===== config.mk =====
export PLATFORM = sky130hd
export DESIGN_NAME = atm_session_initiator
export DESIGN_NICKNAME = d
export VERILOG_FILES = /design/src/rtl/atm_session_initiator.sv
export SDC_FILE = /design/constraint.sdc
export NUM_CORES = 1
export LEC_CHECK = 0
export ABC_AREA = 1
export BUFFER_PORTS_ARGS = -buffer_cell sky130_fd_sc_hd__buf_2
export CAP_MARGIN = 20
export CORE_MARGIN = 1
export CORE_UTILIZATION = 45
export DETAILED_ROUTE_END_ITERATION = 12
export PLACE_DENSITY = 0.72
export SYNTH_ARGS = -nofsm -noshare
export SYNTH_HDL_FRONTEND = slang
export SYNTH_SLANG_ARGS = --single-unit

===== constraint.sdc =====
create_clock -name clk -period 1.8 [get_ports clk]
set_input_delay 0.36 -clock clk [delete_from_list [all_inputs] [get_ports clk]]
set_output_delay 0.36 -clock clk [all_outputs]
set_load 0.05 [all_outputs]

===== src/rtl/atm_session_initiator.sv =====
// atm_session_initiator
//   Customer-side transaction sequencer for the ATM controller. Accepts one
//   host request at a time (valid/ready), drives the ATM user inputs (card,
//   PIN, language, opcode, amount, deposit strobe, another-operation, eject),
//   waits for the ATM completion flags and returns status plus balance on a
//   valid/ready response channel. All outputs are registered.
//
// Ports
//   clk, reset                  clock (rising edge), async active-low reset
//   req_valid/req_ready         host request handshake
//   req_op/amount/pin/lang/more request fields (op 11 is reserved -> BADOP)
//   rsp_valid/rsp_ready         response handshake
//   rsp_status/rsp_balance      0 OK, 1 BADPIN, 2 TIMEOUT, 3 ABORT, 4 BADOP
//   cardIn ... Another_Operation  drives to the ATM controller
//   correctPassword ... Current_Balance  flags/data from the ATM controller
module atm_session_initiator #(
  parameter int TIMEOUT_CYCLES = 64,
  parameter int CNT_W          = 7
) (
  input  logic        clk,
  input  logic        reset,
  input  logic        req_valid,
  output logic        req_ready,
  input  logic [1:0]  req_op,
  input  logic [6:0]  req_amount,
  input  logic [3:0]  req_pin,
  input  logic        req_lang,
  input  logic        req_more,
  output logic        rsp_valid,
  input  logic        rsp_ready,
  output logic [2:0]  rsp_status,
  output logic [31:0] rsp_balance,
  output logic        cardIn,
  output logic        ejectCard,
  output logic [3:0]  password,
  output logic        Language,
  output logic [1:0]  opCode,
  output logic [6:0]  inputAmount,
  output logic        moneyDeposited,
  output logic        Another_Operation,
  input  logic        correctPassword,
  input  logic        Balance_Shown,
  input  logic        Deposited_Successfully,
  input  logic        Withdrawed_Successfully,
  input  logic        ATM_Usage_Finished,
  input  logic [31:0] Current_Balance
);

  typedef enum logic [2:0] {
    S_IDLE, S_INSERT, S_AUTH, S_SELECT, S_EXEC, S_RESULT, S_EJECT
  } state_t;

  localparam logic [2:0] ST_OK      = 3'd0;
  localparam logic [2:0] ST_BADPIN  = 3'd1;
  localparam logic [2:0] ST_TIMEOUT = 3'd2;
  localparam logic [2:0] ST_ABORT   = 3'd3;
  localparam logic [2:0] ST_BADOP   = 3'd4;

  localparam logic [CNT_W-1:0] TMO_LAST = CNT_W'(TIMEOUT_CYCLES - 1);
  localparam logic [CNT_W-1:0] CNT_MAX  = '1;

  state_t            state_q, state_d;
  logic [CNT_W-1:0]  timer_q, timer_d;
  logic              session_q, session_d;
  // Set when the ATM reported end-of-usage during this transaction, so a
  // "more" request cannot keep a session the ATM has already closed.
  logic              closed_q, closed_d;
  logic [1:0]        op_q, op_d;
  logic [6:0]        amount_q, amount_d;
  logic              more_q, more_d;

  logic              req_ready_q, req_ready_d;
  logic              rsp_valid_q, rsp_valid_d;
  logic [2:0]        status_q, status_d;
  logic [31:0]       balance_q, balance_d;
  logic              card_q, card_d;
  logic              eject_q, eject_d;
  logic [3:0]        pwd_q, pwd_d;
  logic              lang_q, lang_d;
  logic [1:0]        opc_q, opc_d;
  logic [6:0]        amt_o_q, amt_o_d;
  logic              dep_q, dep_d;
  logic              another_q, another_d;

  logic              timeout;
  logic              done_flag;
  logic              go_select;
  logic [1:0]        sel_op;
  logic [6:0]        sel_amount;

  always_comb begin
    state_d     = state_q;
    session_d   = session_q;
    closed_d    = closed_q;
    op_d        = op_q;
    amount_d    = amount_q;
    more_d      = more_q;
    status_d    = status_q;
    balance_d   = balance_q;
    card_d      = card_q;
    eject_d     = eject_q;
    pwd_d       = pwd_q;
    lang_d      = lang_q;
    opc_d       = opc_q;
    amt_o_d     = amt_o_q;
    dep_d       = 1'b0;
    another_d   = 1'b0;
    go_select   = 1'b0;
    sel_op      = op_q;
    sel_amount  = amount_q;
    timeout     = (timer_q == TMO_LAST);

    case (op_q)
      2'b00:   done_flag = Balance_Shown;
      2'b01:   done_flag = Deposited_Successfully;
      2'b10:   done_flag = Withdrawed_Successfully;
      default: done_flag = 1'b0;
    endcase

    case (state_q)
      S_IDLE: begin
        if (req_valid && req_ready_q) begin
          op_d     = req_op;
          amount_d = req_amount;
          more_d   = req_more;
          closed_d = 1'b0;
          if (req_op == 2'b11) begin
            status_d = ST_BADOP;
            state_d  = S_RESULT;
          end else if (session_q) begin
            go_select  = 1'b1;
            sel_op     = req_op;
            sel_amount = req_amount;
          end else begin
            card_d  = 1'b1;
            pwd_d   = req_pin;
            lang_d  = req_lang;
            state_d = S_INSERT;
          end
        end
      end
      S_INSERT: state_d = S_AUTH;
      S_AUTH: begin
        if (correctPassword) begin
          go_select = 1'b1;
        end else if (timeout) begin
          status_d = ST_BADPIN;
          state_d  = S_RESULT;
        end
      end
      S_SELECT: state_d = S_EXEC;
      S_EXEC: begin
        if (done_flag) begin
          balance_d = Current_Balance;
          status_d  = ST_OK;
          state_d   = S_RESULT;
          if (ATM_Usage_Finished) begin
            session_d = 1'b0;
            closed_d  = 1'b1;
          end
        end else if (ATM_Usage_Finished) begin
          status_d  = ST_ABORT;
          session_d = 1'b0;
          closed_d  = 1'b1;
          state_d   = S_RESULT;
        end else if (timeout) begin
          status_d = ST_TIMEOUT;
          state_d  = S_RESULT;
        end
      end
      S_RESULT: begin
        if (rsp_ready && rsp_valid_q) begin
          if (status_q == ST_OK && more_q && !closed_q) begin
            another_d = 1'b1;
            session_d = 1'b1;
            state_d   = S_IDLE;
          end else if (status_q == ST_BADOP) begin
            state_d = S_IDLE;
          end else begin
            card_d  = 1'b0;
            eject_d = 1'b1;
            state_d = S_EJECT;
          end
        end
      end
      S_EJECT: begin
        if (ATM_Usage_Finished || timeout) begin
          eject_d   = 1'b0;
          session_d = 1'b0;
          state_d   = S_IDLE;
        end
      end
      default: state_d = S_IDLE;
    endcase

    // Opcode/amount are presented on entry to SELECT so they are already
    // valid at the ATM during the single SELECT cycle.
    if (go_select) begin
      opc_d   = sel_op;
      amt_o_d = (sel_op == 2'b00) ? 7'd0 : sel_amount;
      dep_d   = (sel_op == 2'b01);
      state_d = S_SELECT;
    end

    if (state_d != state_q)    timer_d = '0;
    else if (timer_q == CNT_MAX) timer_d = timer_q;
    else                         timer_d = timer_q + CNT_W'(1);

    req_ready_d = (state_d == S_IDLE);
    rsp_valid_d = (state_d == S_RESULT);
  end

  always_ff @(posedge clk or negedge reset) begin
    if (!reset) begin
      state_q     <= S_IDLE;
      timer_q     <= '0;
      session_q   <= 1'b0;
      closed_q    <= 1'b0;
      op_q        <= '0;
      amount_q    <= '0;
      more_q      <= 1'b0;
      req_ready_q <= 1'b0;
      rsp_valid_q <= 1'b0;
      status_q    <= '0;
      balance_q   <= '0;
      card_q      <= 1'b0;
      eject_q     <= 1'b0;
      pwd_q       <= '0;
      lang_q      <= 1'b0;
      opc_q       <= '0;
      amt_o_q     <= '0;
      dep_q       <= 1'b0;
      another_q   <= 1'b0;
    end else begin
      state_q     <= state_d;
      timer_q     <= timer_d;
      session_q   <= session_d;
      closed_q    <= closed_d;
      op_q        <= op_d;
      amount_q    <= amount_d;
      more_q      <= more_d;
      req_ready_q <= req_ready_d;
      rsp_valid_q <= rsp_valid_d;
      status_q    <= status_d;
      balance_q   <= balance_d;
      card_q      <= card_d;
      eject_q     <= eject_d;
      pwd_q       <= pwd_d;
      lang_q      <= lang_d;
      opc_q       <= opc_d;
      amt_o_q     <= amt_o_d;
      dep_q       <= dep_d;
      another_q   <= another_d;
    end
  end

  assign req_ready         = req_ready_q;
  assign rsp_valid         = rsp_valid_q;
  assign rsp_status        = status_q;
  assign rsp_balance       = balance_q;
  assign cardIn            = card_q;
  assign ejectCard         = eject_q;
  assign password          = pwd_q;
  assign Language          = lang_q;
  assign opCode            = opc_q;
  assign inputAmount       = amt_o_q;
  assign moneyDeposited    = dep_q;
  assign Another_Operation = another_q;

endmodule

### Yosys cells after proc, flatten, opt, wreduce, memory -nomap -nowiden

Cells that the tools add are included.

| cells by class | value |
|---|---|
| reduce and logical (&&, ||, !) cells | 24 |
| shift-type cells | 0 |
| multiply operators | 0 |
| muxes and demuxes | 61 |
| add/sub/neg operators | 1 |
| magnitude comparators | 0 |
| bitwise operators | 2 |
| equality and inequality tests | 29 |
| div/mod/pow operators | 0 |

Operator list:

| cell | count |
|---|---|
| 3-bit two-way mux | 19 |
| 7-bit two-way mux | 7 |
| 2-bit inequality test, second input constant | 13 |
| 1-bit two-way mux | 23 |
| 3-bit one-hot mux with 7 select lines | 1 |
| 3-bit equality test, second input constant | 5 |
| 5-bit AND reduction | 2 |
| 3-bit logical NOT | 3 |
| 3-bit one-hot mux with 3 select lines | 1 |
| 2-bit two-way mux | 4 |
| 1-bit one-hot mux with 2 select lines | 4 |
| 7-bit by 1-bit adder with 7-bit output, second input constant | 1 |
| 7-bit by 6-bit equality test with 1-bit output, second input constant | 1 |
| 7-bit equality test, second input constant | 1 |
| 7-bit AND reduction | 1 |
| 3-bit by 2-bit equality test with 1-bit output, second input constant | 2 |
| 1-bit one-hot mux with 3 select lines | 2 |
| 6-bit AND reduction | 1 |
| 2-bit nonzero test | 3 |
| 3-bit nonzero test | 2 |
| 2-bit by 1-bit equality test with 1-bit output, second input constant | 2 |
| 2-bit equality test, second input constant | 2 |
| 1-bit logical AND | 4 |
| 2-bit logical NOT | 2 |
| other kinds (9) | 11 |

| storage, ports and cells | value |
|---|---|
| memory bits (writable) | 0 |
| output and inout bits | 55 |
| latch bits | 0 |
| register bits after elaboration | 77 |
| logic and storage cells | 136 |
| input bits | 56 |
| memories kept | 0 |
| bits in read-only memories | 0 |

### Logic depth before layout (Yosys ltp)

| logic depth | value |
|---|---|
| depth after elaboration | 9 |
| mapped depth | 12 |
| depth with buffers taken out | 12 |

### Least setup slack after synthesis

No wires, ideal clock.

| timing | value |
|---|---|
| path kind | register -> register |
| start | register req_ready_q, in the netlist req_ready |
| end | register timer_q[2] |
| arrival time | 1.664 ns |
| data required time | 1.678 ns |
| clock period less this slack | 1.787 ns |
| stages on the path, launching flop included | 10 |
| setup time | 0.122 ns |
| path buffers | 1 |
| setup slack | 0.013 ns |
| cells stage by stage | dfrtp_1 nand2_1 nor2_1 nand2_4 and2_4 buf_6 nand4_2 nand2_2 nand2_4 nor2_2 |

| on the way | value |
|---|---|
| longest elaborated chain between the ends | 6 |
| elaborated cells on any way between the ends | 9 |
| those cells by class | eq/ne: 2; mux: 6; reduce/logical: 1 |

Ends and longest elaborated chain:

| what | RTL line | source |
|---|---|---|
| from (decl) | 72 | `logic req_ready_q, req_ready_d;` |
| from (signal assigned) | 242 | `req_ready_q <= req_ready_d;` |
| 1-bit logical AND (*) | 122 | `if (req_valid && req_ready_q) begin` |
| 3-bit two-way mux or 1-bit two-way mux (tied branches) | 122 |  |
| 3-bit one-hot mux with 7 select lines or 1-bit one-hot mux with 2 select lines (tied branches) | 120 | `case (state_q)` |
| 3-bit two-way mux (*) | 198 | `if (go_select) begin` |
| 3-bit inequality test (*) | 205 | `if (state_d != state_q) timer_d = '0;` |
| 2-bit inequality test (no line) or 7-bit two-way mux (tied branches) | - |  |
| to (signal assigned) | 236 | `timer_q <= timer_d;` |
| to (decl) | 63 | `logic [CNT_W-1:0] timer_q, timer_d;` |

Mark *: on every way between the ends. The rest lies on a longest branch, timed or not.
A chain may end at the register's enable or synchronous reset.

### Final worst setup path

| timing | value |
|---|---|
| start | register timer_q[0] |
| end | register timer_q[4] |

| on the way | value |
|---|---|
| longest elaborated chain between the ends | 8 |
| elaborated cells on any way between the ends | 15 |
| those cells by class | add/sub: 1; eq/ne: 4; mux: 9; reduce/logical: 1 |

Ends and longest elaborated chain:

| what | RTL line | source |
|---|---|---|
| 7-bit by 6-bit equality test with 1-bit output | 111 | `timeout = (timer_q == TMO_LAST);` |
| 3-bit two-way mux | 146, 166 |  |
| 3-bit two-way mux | 161 | `end else if (ATM_Usage_Finished) begin` |
| 3-bit two-way mux | 153 | `if (done_flag) begin` |
| 3-bit one-hot mux with 7 select lines | 120 |  |
| 3-bit two-way mux | 198 |  |
| 3-bit inequality test | 205 |  |
| 2-bit inequality test (no line) or 7-bit two-way mux (tied branches) | - |  |

Several ways; a longest one is shown, not always the timed one. The select of a mux whose other input is x is not followed.

==> flow_metrics.py <==
metrics = {
    "routing": {
        "antenna_left": 0,
        "num_vias": 2818,
        "drt_iter0_markers": 204,
        "post_drt_via_cell_ratio": 4.842,
        "wire_per_inst_microns": 12.59,
        "post-route-drc-count": 0,
        "wl_microns": 7326,
        "dr.pass1.iters": 4,
    },
    "synth": {
        "ys_warn_count": 0,
        "yosysSeqAreaShare": 0.5532,
        "syn-instance-count": 357,
        "netlist_area_sq_um": 3483,
        "synth_top_area_frac": 0.5532,
        "synth_top_area_cell": "dfrtp_1",
        "ys_ff_latch": 77,
        "ys_top_cells_by_area": "dfrtp_1 55%, nand2_1 10%, mux2_2 9.4%",
        "synthesis.nets": 414,
        "synth_cell_types": 36,
        "syn_avg_cell_area_sq_um": 9.757,
    },
    "hold_path": {
        "min_path_cells": 3,
        "hold_class": "in -> reg",
    },
    "run": {
        "max_cap_violations": 0,
    },
    "global_routing": {
        "use_met3": 0.03046,
        "gr-total-overflow": 0,
        "grt_pass1_wl_microns": 12200,
        "grtUsageMet1": 0.2444,
        "grt_pass1_vias": 2654,
        "grt_max_degree": 42,
        "grt_usage": 0.1881,
        "use_met2": 0.3122,
        "top_usage_layer": "met2",
        "antenna_found_initial": 0,
    },
    "finish": {
        "fin_nets": 535,
        "num_antenna_cells": 0,
        "most-common-layout-cells": "109 x buf_2, 93 x nand2_1, 77 x dfrtp_1",
        "final_common_cell": "buf_2",
        "layout-drive-gt1-share": 0.4017,
        "area_growth_pct": 27.41,
        "fillCellCount": 636,
    },
    "placed_design": {
        "pre_cts_ws_ns": -0.01689,
        "io_buffers": 110,
        "finalWeightedCongestion": 0.9239,
        "hpwl_microns": 5449,
    },
    "timing": {
        "setup_viol_count_final": 0,
        "holdWs_ns": 0.2066,
        "tightest_slew_ns": 0.4691,
        "finalHoldViolCount": 0,
        "fin_crit_sh": 0.9215,
        "clock.fmax_mhz": 602.9,
        "slew_headroom": 0.6873,
        "fin_skew_ns": 0.01034,
        "setup_ws_ns": 0.1413,
        "maxSlewViolCount": 0,
        "rsz0062_at_grt": "false",
        "min_period_ns": 1.659,
    },
    "floorplan": {
        "die_y_microns": 89.98,
        "initial_core_util": 0.4727,
        "dieWidth_microns": 89.98,
        "rows": 31,
        "ios": 111,
        "core_sq_um": 7370,
        "dieArea_sq_um": 8096,
    },
    "clocking": {
        "cts_tree": "built",
        "clock_latency_ns": 0.35,
        "cts_max_level": 3,
        "cts_made_buffers": 9,
        "clk_pin_slew_ns": 0.08,
        "cts-root-buf": "clkbuf_8",
        "cts_sinks": 77,
        "clock_path_buffers": 2,
    },
    "power_and_ir_drop": {
        "p_leak_nw": 2.463,
        "power.density_nw_per_um2": 1872,
        "peakVddDrop_mv": 0.8105,
    },
    "worst_setup_path": {
        "worstPathArrival_ns": 1.90,
        "critPathCaptureType": "flop",
        "crit_fanout": 7,
        "ff2ff_path_depth": 11,
        "critical_path_class": "reg -> reg",
        "required_ns": 2.04,
        "startpoint_type": "flop",
    },
    "status": {
        "status": "completed",
    },
}
## cell families (layout without fill, tap and decap cells)
group                      after synthesis  count (layout)  share of synthesized area
and+or+nand+nor                        158             158                     0.2087
buffers and inverters                   48             174                    0.05747
muxes                                   33              33                     0.1063
adders and majority gates                1               1                   0.003591
xor gates and xnor gates                 3               3                   0.007544
AOI/OAI and AO/OA                       37              37                    0.06322
DFF                                     77              77                     0.5532
## cell usage after synthesis
master     count
and2_4         1
clkbuf_1       2
o21ai_1        2
dfrtp_1       77
mux2i_1        1
xor2_1         2
buf_2          4
a21oi_1        4
inv_1         34
nand4_4        1
o21ai_0       20
nor3b_1        1
nand4_1        1
nor2_1        19
nand4_2        1
nand2_2        4
nand2_4        2
a211oi_1       1
o21a_1         2
xnor2_1        1
nor3_1         1
ha_1           1
nand3_2        1
nand3_1       17
o22ai_1        1
o21ai_2        1
or2_1          1
inv_2          4
o2111ai_1      6
nand2_1       95
nor2_2        11
clkinv_1       2
nor3_2         2
mux2_2        29
mux2_1         3
buf_6          2
## per-layer routing
| metal | part of all wire | wire length [microns] | vias to the layer above |
|---|---|---|---|
| met5 | 0 | 0 | - |
| met4 | 0.018 | 129 | 0 |
| met3 | 0.047 | 345 | 10 |
| met2 | 0.49 | 3581 | 79 |
| met1 | 0.45 | 3269 | 1335 |
| li1 | - | - | 1394 |
## area by class of cell
cell class                      count  area, sq um  area share
Timing Repair Buffer              118        640.6      0.1443
Clock buffer                        9        123.9     0.02791
Tap cell                           99        123.9     0.02791
Clock inverter                      7        103.9     0.02340
Sequential cell                    77         1927      0.4342
Inverter                           40        150.1     0.03383
Multi-Input combinational cell    232         1369      0.3084
## sequential cells by signal, summed over array words and instances, names as in the netlist
name and count:
cardIn 1, rsp_balance 32, password 4, inputAmount 7, state_q 3, timer_q 7
op_q 2, rsp_valid 1, session_q 1, more_q 1, rsp_status 3, amount_q 7
moneyDeposited 1, closed_q 1, opCode 2, Another_Operation 1, Language 1, ejectCard 1
req_ready 1
## where the power goes
group          total, W  leakage (nW)  internal, W  switching [W]
sequential      0.00274         0.975      0.00239       0.000347
clock           0.00147         0.115     0.000800       0.000673
combinational   0.00410          1.37      0.00111        0.00298
## per-stage QoR
stage               area (sq um)  total power (W)  std cells  utilization  setup TNS [ns]
global placement            4180         0.006783        564       0.5672               0
finish                      4438         0.008308        582       0.6022               0
CTS                         4420         0.008357        581       0.5998               0
floorplan                   3483         0.005915        357            -               0
global route                4438         0.008790        582       0.6022               0
detailed placement          4180         0.006862        564       0.5672         -0.1004
## critical path, stage by stage, from the launching register on
cell	delay, ns
dfrtp_1	0.41
ha_1	0.23
nand3_1	0.10
inv_2	0.07
nand2_4	0.09
nor2_1	0.04
nand2_1	0.07
nand2_1	0.07
o21ai_0	0.18
nand2_1	0.11
nand2_4	0.14
nor2_2	0.04
## worst paths after layout
check                             from  slack, ns              to
setup / recovery            timer_q[0]       0.14      timer_q[4]
hold / removal              req_pin[1]       0.21     password[1]
setup reg to reg            timer_q[0]       0.14      timer_q[4]
hold reg to reg            password[1]       0.48     password[1]
max in group asynchronous        reset       0.72       opCode[1]
min in group asynchronous        reset       0.50  rsp_balance[8]
## repair_timing
action | in CTS | in global routing
buffers inserted | 0 | 1
endpoints found under the setup margin | 7 | 8
gates resized for setup | 1 | 4
hold buffers | 1 | 0
endpoints found under the hold margin | 36 | 0
pin swaps | 0 | 1
Power figures use the tool's default switching activity.
